**config.mk**
```make
export PLATFORM = sky130hd
export DESIGN_NAME = demo_counter_gen
export DESIGN_NICKNAME = d
export VERILOG_FILES = /design/src/rtl/demo_counter_gen.sv
export SDC_FILE = /design/constraint.sdc
export NUM_CORES = 1
export LEC_CHECK = 0
export ABC_CLOCK_PERIOD_IN_PS = 4300
export CAP_MARGIN = 40
export CORE_MARGIN = 2
export CORE_UTILIZATION = 30
export CTS_BUF_LIST = sky130_fd_sc_hd__clkbuf_4
export DETAILED_ROUTE_END_ITERATION = 7
export GPL_ROUTABILITY_DRIVEN = 0
export PLACE_DENSITY = 0.46
export SETUP_SLACK_MARGIN = 0.3
export SLEW_MARGIN = 30
export SYNTH_ARGS = -nofsm -noshare
export SYNTH_HDL_FRONTEND = slang
export SYNTH_SLANG_ARGS = --single-unit
```
**constraint.sdc**
```tcl
create_clock -name clock -period 4.3 [get_ports clock]
set_input_delay 0.86 -clock clock [delete_from_list [all_inputs] [get_ports clock]]
set_output_delay 0.86 -clock clock [all_outputs]
set_load 0.03 [all_outputs]
```
**src/rtl/demo_counter_gen.sv**
```systemverilog
// 20-bit counter generator: programmable step, lands on every magic value, wraps only through 20'hFFFFF.
// Optional feature: define DEMO_COUNTER_STEP_EN to honour `step`; otherwise the step is fixed at 1.
module demo_counter_gen #(
    parameter int STEP_W = 8
) (
    input  logic              clock,
    input  logic              reset,
    input  logic [STEP_W-1:0] step,
    output logic [19:0]       counter,
    output logic              magic,
    output logic [2:0]        stage,
    output logic              done,
    output logic              wrap
);
    localparam logic [19:0] M0  = 20'd123456;
    localparam logic [19:0] M1  = 20'd234567;
    localparam logic [19:0] M2  = 20'd345678;
    localparam logic [19:0] M3  = 20'd456789;
    localparam logic [19:0] TOP = 20'hFFFFF;

    logic [20:0] s;
    logic [20:0] sum;
    logic [20:0] lim;
    logic [19:0] cnt_nxt;
    logic [19:0] stage_val;
    logic        at_top;
    logic        stage_hit;
    logic [2:0]  stage_nxt;
    logic        magic_nxt;

`ifdef DEMO_COUNTER_STEP_EN
    assign s = (step == '0) ? 21'd1 : 21'(step);
`else
    logic unused_step;
    assign unused_step = ^step;
    assign s = 21'd1;
`endif

    always_comb begin
        // Nearest magic value strictly above the current count caps the advance.
        lim = {1'b0, TOP};
        if (counter < M0)      lim = {1'b0, M0};
        else if (counter < M1) lim = {1'b0, M1};
        else if (counter < M2) lim = {1'b0, M2};
        else if (counter < M3) lim = {1'b0, M3};

        at_top = (counter == TOP);
        sum    = {1'b0, counter} + s;
        if (at_top)         cnt_nxt = '0;
        else if (sum > lim) cnt_nxt = lim[19:0];
        else                cnt_nxt = sum[19:0];

        case (stage)
            3'd0:    stage_val = M0;
            3'd1:    stage_val = M1;
            3'd2:    stage_val = M2;
            default: stage_val = M3;
        endcase
        stage_hit = (stage < 3'd4) && (cnt_nxt == stage_val);

        if (at_top)         stage_nxt = '0;
        else if (stage_hit) stage_nxt = stage + 3'd1;
        else                stage_nxt = stage;

        magic_nxt = (cnt_nxt == M0) || (cnt_nxt == M1) || (cnt_nxt == M2) || (cnt_nxt == M3);
    end

    always_ff @(posedge clock) begin
        if (reset) begin
            counter <= '0;
            magic   <= 1'b0;
            stage   <= '0;
            done    <= 1'b0;
            wrap    <= 1'b0;
        end else begin
            counter <= cnt_nxt;
            magic   <= magic_nxt;
            stage   <= stage_nxt;
            done    <= (stage_nxt == 3'd4);
            wrap    <= at_top;
        end
    end
endmodule

```
# ---- Word-level counts from Yosys, hierarchy flattened
# Cells that the tools add are included.
dict set report totals {
  mem_count 0
  latchBits 0
  elab_cells 36
  ramBits 0
  regBits 26
  mem_bits_ro 0
}
dict set report classes {
  n_shift 0
  mul 0
  n_eq_ne 9
  n_bitwise 0
  mux 9
  reduce_logical 5
  magnitude_cmp 6
  add_sub_neg 2
  div 0
}
# operator n
set op_table {}
lappend op_table {{two-way mux 20 bit} 6}
lappend op_table {{case mux 19 bit (3 select lines)} 1}
lappend op_table {{== test 20 x 19 -> 1 bit (second input constant)} 2}
lappend op_table {{< comparator 20 x 19 -> 1 bit (second input constant)} 2}
lappend op_table {{adder 20 x 1 -> 21 bit (second input constant)} 1}
lappend op_table {{> comparator 21 bit} 1}
lappend op_table {{== test 20 x 17 -> 1 bit (second input constant)} 1}
lappend op_table {{== test 20 x 18 -> 1 bit (second input constant)} 1}
lappend op_table {{== test 20 bit} 1}
lappend op_table {{== test 20 bit (second input constant)} 1}
lappend op_table {{< comparator 20 x 17 -> 1 bit (second input constant)} 1}
lappend op_table {{< comparator 20 x 18 -> 1 bit (second input constant)} 1}
lappend op_table {{two-way mux 3 bit} 2}
lappend op_table {{adder 3 x 1 -> 3 bit (second input constant)} 1}
lappend op_table {{== test 3 x 1 -> 1 bit (second input constant)} 1}
lappend op_table {{== test 3 x 2 -> 1 bit (second input constant)} 1}
lappend op_table {{== test 3 bit (second input constant)} 1}
lappend op_table {{logical NOT 3 bit} 1}
lappend op_table {{logical OR 1 bit} 3}
lappend op_table {{< comparator 3 bit (second input constant)} 1}
lappend op_table {{logical AND 1 bit} 1}

# ---- Longest topological paths before layout
dict set report depth {
  ltp_word 13
  depth_mapped 21
  mapped_depth_nobuf 18
}

# ---- Least setup slack after synthesis
# No wires, ideal clock.
dict set report synth_timing {
  path_type {register to register}
  start {register counter[0]}
  end {register stage[0]}
  setup_ns 0.072
  t_arrival_ns 4.836
  required_time_ns 4.228
  period_less_slack_ns 4.907
  n_path_buf 1
  slack_ns -0.607
  path_stages_with_launch 20
  cell_sequence {dfxtp_1 -> ha_1 -> nand3_1 -> a311oi_1 -> or2_2 -> clkbuf_1 -> inv_1 -> a21oi_1 -> nor2_1 -> ha_1 -> and4_1 -> nand4_1 -> a21o_1 -> o211a_2 -> a21oi_4 -> mux2i_1 -> a21oi_1 -> a2111oi_2 -> and4_4 -> mux2i_1}
}
dict set report synth_via {
  elab_chain_len 12
  elab_cells_between_ends 17
  classes_between {add/sub: 1; order compare: 5; eq/ne: 2; mux: 8; reduce/logical: 1}
}
# item line
set synth_rtl {}
lappend synth_rtl {{from (decl)} 9} ;# output logic [19:0] counter,
lappend synth_rtl {{from (signal assigned)} 76} ;# counter <= cnt_nxt;
lappend synth_rtl {{< comparator 20 x 19 -> 1 bit} 45} ;# else if (counter < M3) lim = {1'b0, M3};
lappend synth_rtl {{two-way mux 20 bit} 45}
lappend synth_rtl {{two-way mux 20 bit} 44} ;# else if (counter < M2) lim = {1'b0, M2};
lappend synth_rtl {{two-way mux 20 bit} 43} ;# else if (counter < M1) lim = {1'b0, M1};
lappend synth_rtl {{two-way mux 20 bit} 42} ;# if (counter < M0) lim = {1'b0, M0};
lappend synth_rtl {{> comparator 21 bit} 50} ;# else if (sum > lim) cnt_nxt = lim[19:0];
lappend synth_rtl {{two-way mux 20 bit} 50}
lappend synth_rtl {{two-way mux 20 bit} 49} ;# if (at_top) cnt_nxt = '0;
lappend synth_rtl {{== test 20 bit} 59} ;# stage_hit = (stage < 3'd4) && (cnt_nxt == stage_val);
lappend synth_rtl {{logical AND 1 bit} 59}
lappend synth_rtl {{two-way mux 3 bit} 62} ;# else if (stage_hit) stage_nxt = stage + 3'd1;
lappend synth_rtl {{two-way mux 3 bit (*)} 61} ;# if (at_top) stage_nxt = '0;
lappend synth_rtl {{to (signal assigned)} 78} ;# stage <= stage_nxt;
lappend synth_rtl {{to (decl)} 11} ;# output logic [2:0] stage,
# Mark *: on every way between the ends. The rest lies on a longest branch, timed or not.
# A chain may end at the register's enable or synchronous reset.

# ---- Final worst setup path
dict set report layout_timing {
  start {register counter[6]}
  end {register stage[1]}
}
# Same word-level chain as after synthesis.

==> results.toml <==
[run_status]
status = "finished with violations"
violations = "setup timing"

[worst_setup_path]
worstPathMaxFanout = 5
reg2reg_slack_ns = -0.34
critical_path_buf_inv_count = 2
cp.depth = 18
end_kind = "register"
path_cells = "o31ai_4, a21oi_2, or4_4, a21oi_4, nor2_2, ha_1, and4_4, buf_6, nand3_1, a211o_1, o211a_4, a2111oi_4, buf_4, a21o_1, nand3_1, a222oi_1, and4_4, mux2i_1"
cp_slowest_cell = "or4_4"
crit_arrival_ns = 4.91
timing.rr.start = "counter[6]"
ff2ff_path_depth = 18
path_class = "register to register"
crit_required_ns = 4.58
cp_top_family = "compound AO/OA/AOI/OAI gates"
startpoint_type = "register"
cpPeakStageDelay_ns = 0.57
worst_r2r_endpoint = "stage[1]"

[sta]
skew_ns = 0.00798
rsz0062_at_grt = "yes"
setup_ws_ns = -0.338
relSlewSlack = 0.514
tightestPinTransition_ns = 0.727
timing.fmax_mhz = 216
fin_crit_ns = 4.64
hold_viol = 0
slew_viol_final = 0
finalCritPeriodShare = 1.08
setup-tns-final_ns = -1.38
setup_viol = 5

[route]
wl_met3_um = 639
drt_iter0_markers = 264
ant_nets = 0
wl_per_cell_um = 18.8
firstDrtPassIters = 5
num_vias = 3786
drc = 0
route.met2.wl_um = 6110
routed.top_layer = "met4"
wl_met1_um = 5960
drt-vias-per-instance = 5.45
wirelength_um = 13000

[min_path]
min_path_cells = 2
hp-start = "stage[1]"
hp-class = "register to register"
holdPathEnd = "stage[1]"

[grt]
grt_usage = 0.238
antenna_found_initial = 0
grt-ovfl-total = 0
grt_pass1_wl_um = 20500
grt_max_degree = 17
grt_pass1_vias = 3744

[placement]
post-place-cells = 666
hpwl_um = 10400
io_buffer_count = 27

[cts]
cts_root_buffer = "clkbuf_4"
clkSinkCount = 26
htree_levels = 1
numCtsBuffers = 3
cts_tree = "built"
clk_pin_slew_worst_paths_ns = 0.15
clk_latency_ns = 0.33
clockBufferDepth = 2

[synth]
seq_area_frac_synth = 0.172
synth_edf_count = 0
yosysTopAreaCellShare = 0.172
yosysWarnings = 0
syn-instance-count = 398
synth_ff_type = "dfxtp_1"
synth.cell_area_um2 = 3030
syn_nets = 433
ys_ff_latch = 26
async_flop_share = 0
yosysTopAreaCell = "dfxtp_1"
ys_top_cells_by_area = "dfxtp_1 17%, ha_1 10%, nor2_1 5.1%"
synth.distinct_cells = 68
postSynthAreaPerCell_um2 = 7.61

[layout]
synthToLayoutAreaGrowth_pct = 66.4
seq_area_um2 = 564
diodes = 0
layout_common_cells = "147 x buf_4, 37 x nor2_1, 34 x nand2_1, 27 x clkdlybuf4s50_1, 26 x inv_1"
multi_input_area_um2 = 2670
drive_gt1_frac = 0.454
layout_commonest_cell = "buf_4"
final_cell_count_no_fill = 695
fin_util = 0.516
n_fill_cell = 986
nets = 598

[floorplan]
rows = 36
die_y_um = 104
ioPinCount = 36
dieArea_um2 = 10900
start_util = 0.310
die_x_um = 104
coreArea_um2 = 9770

[power]
power.leakage_nw = 2.13
ir_drop_mv = 0.114
power_density_nw_per_um2 = 101
power_mw = 0.507

[run]
drv_cap = 0
[cell type report]
cell class                 instances  share of cell area
tap                              133              0.0330
inverter                          29              0.0226
clock inverter                     1             0.00596
timing repair buffer             182               0.292
multi-input combinational        321               0.530
sequential                        26               0.112
clock buffer                       3             0.00447
[stage by stage]
step	hold slack [ns]	worst slack, ns	cell area [um^2]
floorplan	0.541	0.0245	3160
global placement	0.516	-0.406	4420
detailed placement	0.520	-0.418	4420
CTS	0.543	-0.184	4840
global route	0.626	-0.528	5040
finish	0.549	-0.338	5040
[Yosys cell counts, drive strengths merged (8+ instances only)]
cell,count
nor2,41
nand2,36
inv,29
dfxtp,26
ha,25
a21oi,21
nand3,17
o21ai,17
nand4,16
buf,13
nor3,13
xnor2,11
clkbuf,10
xor2,9
and4,8
mux2i,8
nor4,8
[cells by family after synthesis]
group / count (synthesis) / synth area share
AND/OR/NAND/NOR: 169 / 0.299
flip-flops: 26 / 0.172
AO/OA/AOI/OAI: 96 / 0.252
adder cells (fa/ha/maj): 25 / 0.103
buffers and inverters: 52 / 0.0818
XOR/XNOR: 20 / 0.0578
multiplexers: 10 / 0.0339
[what timing repair did]
action                                  CTS  global route
pin swaps                                21            16
hold buffers                              0             0
resized for setup                        39            27
endpoints found under the setup margin   10            11
endpoints found under the hold margin     0             0
setup buffers                            16             8
gates cloned                              1             0
[tightest hold or removal path: cells and delay by family, from the launching register on]
kind	cells	cell delay [ns]
DFF	1	0.39
muxes	1	0.06
and+or+nand+nor	1	0.07
[layer usage]
| metal | up-vias | global-route usage |
|---|---|---|
| met3 | 26 | 0.0301 |
| met4 | 0 | 0.0579 |
| li1 | 1804 | - |
| met5 | - | 0 |
| met2 | 120 | 0.396 |
| met1 | 1836 | 0.324 |
[power by group]
group          internal [mW]  switching [mW]  leakage (nW)
Sequential             0.240         0.00424         0.222
Combinational         0.0410          0.0507          1.88
Clock                 0.0943          0.0768        0.0279
[registers in the layout (all words and copies together) (netlist names)]
register  flops
wrap          1
counter      20
stage         3
magic         1
done          1
[worst max-delay path by stage]
| stage | end | slack, ns | start |
|---|---|---|---|
| global route | stage[1] | -0.53 | counter[6] |
| finish | stage[1] | -0.34 | counter[6] |
| detailed placement | stage[0] | -0.42 | counter[10] |
| CTS | stage[0] | -0.18 | counter[8] |
| floorplan | stage[0] | 0.02 | counter[8] |
| global placement | stage[1] | -0.41 | counter[1] |
Power figures use the tool's default switching activity.
